===== config.mk =====
export PLATFORM = sky130hd
export DESIGN_NAME = shk_reg_bank
export DESIGN_NICKNAME = d
export VERILOG_FILES = /design/src/rtl/shk_reg_bank.sv
export SDC_FILE = /design/constraint.sdc
export NUM_CORES = 1
export LEC_CHECK = 0
export BUFFER_PORTS_ARGS = -buffer_cell sky130_fd_sc_hd__buf_2
export CAP_MARGIN = 40
export CORE_ASPECT_RATIO = 1.25
export CORE_MARGIN = 1
export CORE_UTILIZATION = 45
export DETAILED_ROUTE_END_ITERATION = 10
export GPL_ROUTABILITY_DRIVEN = 0
export SYNTH_ARGS = -nofsm -noshare
export SYNTH_HDL_FRONTEND = slang
export SYNTH_SLANG_ARGS = --single-unit

===== constraint.sdc =====
create_clock -name i_sys_clk -period 6.2 [get_ports i_sys_clk]
set_input_delay 0.62 -clock i_sys_clk [delete_from_list [all_inputs] [get_ports i_sys_clk]]
set_output_delay 0.62 -clock i_sys_clk [all_outputs]
set_load 0.005 [all_outputs]

===== src/rtl/shk_reg_bank.sv =====
// Handshake-driven register bank: IDLE -> ACCESS -> RESP, with sync/clear strobe and sticky errors.
// Optional saturating error counter in m_err_reg_info1[WD_ERR_INFO-1:2] under SHK_REG_ERR_CNT_EN.
module shk_reg_bank #(
  parameter int unsigned WD_SHK_DATA  = 16,
  parameter int unsigned WD_SHK_ADDR  = 16,
  parameter int unsigned NB_REG_DEPTH = 16,
  parameter int unsigned WD_ERR_INFO  = 4
) (
  input  logic                   i_sys_clk,
  input  logic                   i_sys_rst,
  input  logic                   s_shk_reg_valid,
  input  logic                   s_shk_reg_msync,
  input  logic [WD_SHK_DATA-1:0] s_shk_reg_mdata,
  input  logic [WD_SHK_ADDR-1:0] s_shk_reg_maddr,
  output logic                   s_shk_reg_ready,
  output logic                   s_shk_reg_ssync,
  output logic [WD_SHK_DATA-1:0] s_shk_reg_sdata,
  output logic [WD_SHK_ADDR-1:0] s_shk_reg_saddr,
  output logic [WD_ERR_INFO-1:0] m_err_reg_info1
);

  localparam int unsigned IdxW = (NB_REG_DEPTH > 1) ? $clog2(NB_REG_DEPTH) : 1;

  typedef enum logic [1:0] {StIdle, StAccess, StResp} state_e;

  state_e                 state_q;
  logic [WD_SHK_ADDR-1:0] addr_q;
  logic [WD_SHK_DATA-1:0] data_q;
  logic [WD_SHK_DATA-1:0] rdata_q;
  logic [WD_SHK_DATA-1:0] bank_q [NB_REG_DEPTH];
  logic                   ready_q;
  logic                   ssync_q;
  logic [WD_SHK_DATA-1:0] sdata_q;
  logic [WD_SHK_ADDR-1:0] saddr_q;
  logic [1:0]             err_q;

  logic [IdxW-1:0] idx;
  logic            is_wr;
  logic            addr_err;
  logic            aerr_ev;
  logic            ovr_ev;

  assign idx   = addr_q[IdxW-1:0];
  assign is_wr = addr_q[WD_SHK_ADDR-1];

  // Any bit between the index field and the write flag marks an out-of-range address.
  always_comb begin
    addr_err = 1'b0;
    for (int unsigned i = IdxW; i < WD_SHK_ADDR - 1; i++) begin
      addr_err = addr_err | addr_q[i];
    end
  end

  assign aerr_ev = (state_q == StAccess) && addr_err;
  assign ovr_ev  = s_shk_reg_valid && (state_q != StIdle);

`ifdef SHK_REG_ERR_CNT_EN
  localparam int unsigned CntW = WD_ERR_INFO - 2;

  logic [CntW-1:0] cnt_q;
  logic [CntW-1:0] cnt_base;
  logic [CntW:0]   cnt_sum;

  assign cnt_base = s_shk_reg_msync ? '0 : cnt_q;
  assign cnt_sum  = {1'b0, cnt_base} + (CntW + 1)'(aerr_ev) + (CntW + 1)'(ovr_ev);

  always_ff @(posedge i_sys_clk) begin
    if (i_sys_rst) begin
      cnt_q <= '0;
    end else begin
      cnt_q <= cnt_sum[CntW] ? '1 : cnt_sum[CntW-1:0];
    end
  end
`endif

  always_ff @(posedge i_sys_clk) begin
    if (i_sys_rst) begin
      state_q <= StIdle;
      addr_q  <= '0;
      data_q  <= '0;
      rdata_q <= '0;
      ready_q <= 1'b0;
      ssync_q <= 1'b0;
      sdata_q <= '0;
      saddr_q <= '0;
      err_q   <= '0;
      for (int unsigned i = 0; i < NB_REG_DEPTH; i++) begin
        bank_q[i] <= '0;
      end
    end else begin
      ready_q <= 1'b0;
      ssync_q <= s_shk_reg_msync;
      if (s_shk_reg_msync) begin
        err_q <= '0;
        for (int unsigned i = 0; i < NB_REG_DEPTH; i++) begin
          bank_q[i] <= '0;
        end
      end
      if (aerr_ev) err_q[0] <= 1'b1;
      if (ovr_ev)  err_q[1] <= 1'b1;
      unique case (state_q)
        StIdle: begin
          if (s_shk_reg_valid) begin
            addr_q  <= s_shk_reg_maddr;
            data_q  <= s_shk_reg_mdata;
            state_q <= StAccess;
          end
        end
        StAccess: begin
          // Write is issued after the clear loop so it survives a same-cycle msync.
          if (addr_err) begin
            rdata_q <= '0;
          end else if (is_wr) begin
            bank_q[idx] <= data_q;
            rdata_q     <= data_q;
          end else begin
            rdata_q <= bank_q[idx];
          end
          state_q <= StResp;
        end
        StResp: begin
          ready_q <= 1'b1;
          sdata_q <= rdata_q;
          saddr_q <= addr_q;
          state_q <= StIdle;
        end
        default: state_q <= StIdle;
      endcase
    end
  end

  always_comb begin
    m_err_reg_info1      = '0;
    m_err_reg_info1[1:0] = err_q;
`ifdef SHK_REG_ERR_CNT_EN
    m_err_reg_info1[WD_ERR_INFO-1:2] = cnt_q;
`endif
  end

  assign s_shk_reg_ready = ready_q;
  assign s_shk_reg_ssync = ssync_q;
  assign s_shk_reg_sdata = sdata_q;
  assign s_shk_reg_saddr = saddr_q;

endmodule


==> run_results.csv <==
group,metric,value,unit
route,wl_per_cell,23.7,um
cells_and_area,nets,1359,
yosys,synth_edf_count,256,
job,cap_violations,0,
yosys,seq_area_frac_synth,0.646,
cells_and_area,layout_common_cells,"293 x nor2_1, 256 x edfxtp_1, 163 x nand2_1, 125 x mux2i_1, 89 x dfxtp_1",
cts,clockBufferDepth,3,
cts,cts_setup_buffers,0,
cells_and_area,antennaDiodeCount,0,
die,die_w,164,um
critical_path,end_kind,"register",
die,dieArea,33400,um2
cts,root_buffer,"clkbuf_16",
route,totalWireLength,41.8,mm
die,start_util,0.460,
pwr,power_density,308,nW/um2
grt,grt_first_pass_wirelength,60.8,mm
critical_path,path_max_fanout,34,
cts,numCtsBuffers,36,
placement,placed_cell_area,15300,um2
sta,fin_skew,18.1,ps
route,route.detailed.drc,0,
placement,dp_hpwl,28.7,mm
sta,post-route-min-period,3620,ps
yosys,syn_avg_cell_area,11.4,um2
sta,fmax,276,MHz
critical_path,crit_chain,"buf_4 -> nor4bb_1 -> and4_1 -> nand4_4 -> o21ai_2",
cts,cts_tree,"built",
worst_hold_path,holdPathStages,3,
sta,holdWs,330,ps
sta,maxSlewHeadroom,0.382,
cells_and_area,postLayoutCoreUtil,0.513,
die,top_level_ports,74,
cts,clkLatencyLatePin,530,ps
critical_path,critical_path.slowest_cell,"o21ai_2",
pwr,leakagePower,0.00567,uW
yosys,synthArstFlopShare,0,
sta,slew_viol_final,0,
sta,finalHoldViolCount,0,
yosys,ys.flop_type,"edfxtp_1",
route,detail-route-antenna-nets,0,
grt,grt_max_degree,87,
critical_path,crit_required,6350,ps
cells_and_area,fillers,2862,
yosys,netlist_instances,1292,
grt,grt-ovfl-total,0,
cells_and_area,drive_gt1_frac,0.125,
yosys,ys_types,39,
critical_path,cp-start-kind,"register",
worst_hold_path,hp-class,"input port to register",
cts,cts_sinks,346,
placement,numPortBuffers,71,
route,via_per_inst,5.69,
sta,fin_crit_sh,0.583,
critical_path,r2r_cells,5,
cells_and_area,fin_area,16400,um2
sta,setup_viol,0,
critical_path,worstPathArrival,3760,ps
route,first_pass_iters,6,
die,rows,73,
grt,grt_pass1_vias,9689,
cts,clk_pin_slew_worst_paths,60,ps
status,outcome,"complete, no violations",
critical_path,worstSetupPathType,"register to register",
route,drtIter0Drc,1181,
sta,setup_tns,0,ps
route,via_count,10000,
die,core_area,32000,um2
sta,rsz0062_at_grt,"no",
grt,track_usage,0.255,
cells_and_area,syn_to_final_growth,11.6,%
grt,antenna_found_initial,0,
cts,htreeDepth,2,
pwr,worst_ir_drop_vdd,194,uV
yosys,ys_warn_count,0,
yosys,synth_seq_cells,346,
cts,cts_resized,0,
yosys,netlist_area,14700,um2
critical_path,cpPeakStageDelay,920,ps
sta,tightest_slew,925,ps
cells_and_area,layout_commonest_cell,"nor2_1",
cts,cts_hold_buf,0,
die,fp.dieH,204,um
## per-stage QoR
step	worst slack [ps]	total power, uW	cells
global placement	2510	3000	1695
detailed placement	2400	3010	1697
CTS	2580	5070	1761
global route	2340	5190	1761
finish	2580	5050	1761
floorplan	3590	2870	1293
## cell type report
cell class | count | area (um2) | area share
sequential | 346 | 9490 | 0.579
multi-input combinational | 851 | 4760 | 0.290
clock buffer | 47 | 995 | 0.0606
tap | 412 | 515 | 0.0314
timing repair buffer | 87 | 512 | 0.0312
clock inverter | 17 | 126 | 0.00770
inverter | 1 | 3.75 | 0.000229
## flip-flops by register name, summed over array words and instances, names as in the netlist, named ones only
register         count
addr_q              16
bank_q             256
data_q              16
err_q                2
rdata_q             16
s_shk_reg_ready      1
s_shk_reg_saddr     16
s_shk_reg_sdata     16
s_shk_reg_ssync      1
state_q              2
## worst paths after layout
kind | start | end | slack (ps)
worst max-delay path | addr_q[15] | bank_q[15][5] | 2580
worst min-delay path | s_shk_reg_mdata[4] | data_q[4] | 330
worst max register to register | addr_q[15] | bank_q[15][5] | 2580
worst min register to register | rdata_q[15] | s_shk_reg_sdata[15] | 450
## synth_stat cells (all sizes together), types with 5 or more instances
| cell | instances | area (um2) |
|---|---|---|
| a21oi | 80 | 400 |
| buf | 53 | 342 |
| clkbuf | 42 | 158 |
| dfxtp | 90 | 1800 |
| edfxtp | 256 | 7690 |
| mux2i | 125 | 1250 |
| nand2 | 163 | 612 |
| nand2b | 20 | 125 |
| nor2 | 293 | 1100 |
| nor2b | 5 | 33.8 |
| nor3 | 16 | 85.1 |
| nor3b | 17 | 133 |
| nor4 | 32 | 230 |
| o21ai | 47 | 235 |
| o22ai | 30 | 188 |
## worst max-delay path, delay by kind of cell, from the launching register on
family	cells	cell delay, ps
AND/OR/NAND/NOR	3	1710
AO/OA/AOI/OAI	1	920
buffers and inverters	1	280
flip-flops	1	310
## kinds of logic (layout without fill, tap and decap cells)
logic type             after synthesis  in the layout  synth area share
multiplexers                       128            128            0.0897
flip-flops                         346            346             0.646
AO/OA/AOI/OAI                      159            159            0.0573
other                                1              2          0.000255
buffers and inverters               96            152            0.0342
AND/OR/NAND/NOR                    562            562             0.173
## routing by layer
| layer | global-route usage | share of wire | wire length (um) | up-vias |
|---|---|---|---|---|
| met5 | 0 | 0 | 0 | - |
| met4 | 0.125 | 0.050 | 2090 | 0 |
| met3 | 0.0420 | 0.078 | 3270 | 99 |
| met2 | 0.397 | 0.46 | 19200 | 473 |
| met1 | 0.344 | 0.41 | 17200 | 4847 |
| li1 | - | - | - | 4596 |
## power breakdown
group	switching [uW]	internal (uW)	total, uW
registers	59.1	2570	2620
logic	237	104	341
clock network	874	1210	2090
Power figures use the tool's default switching activity.
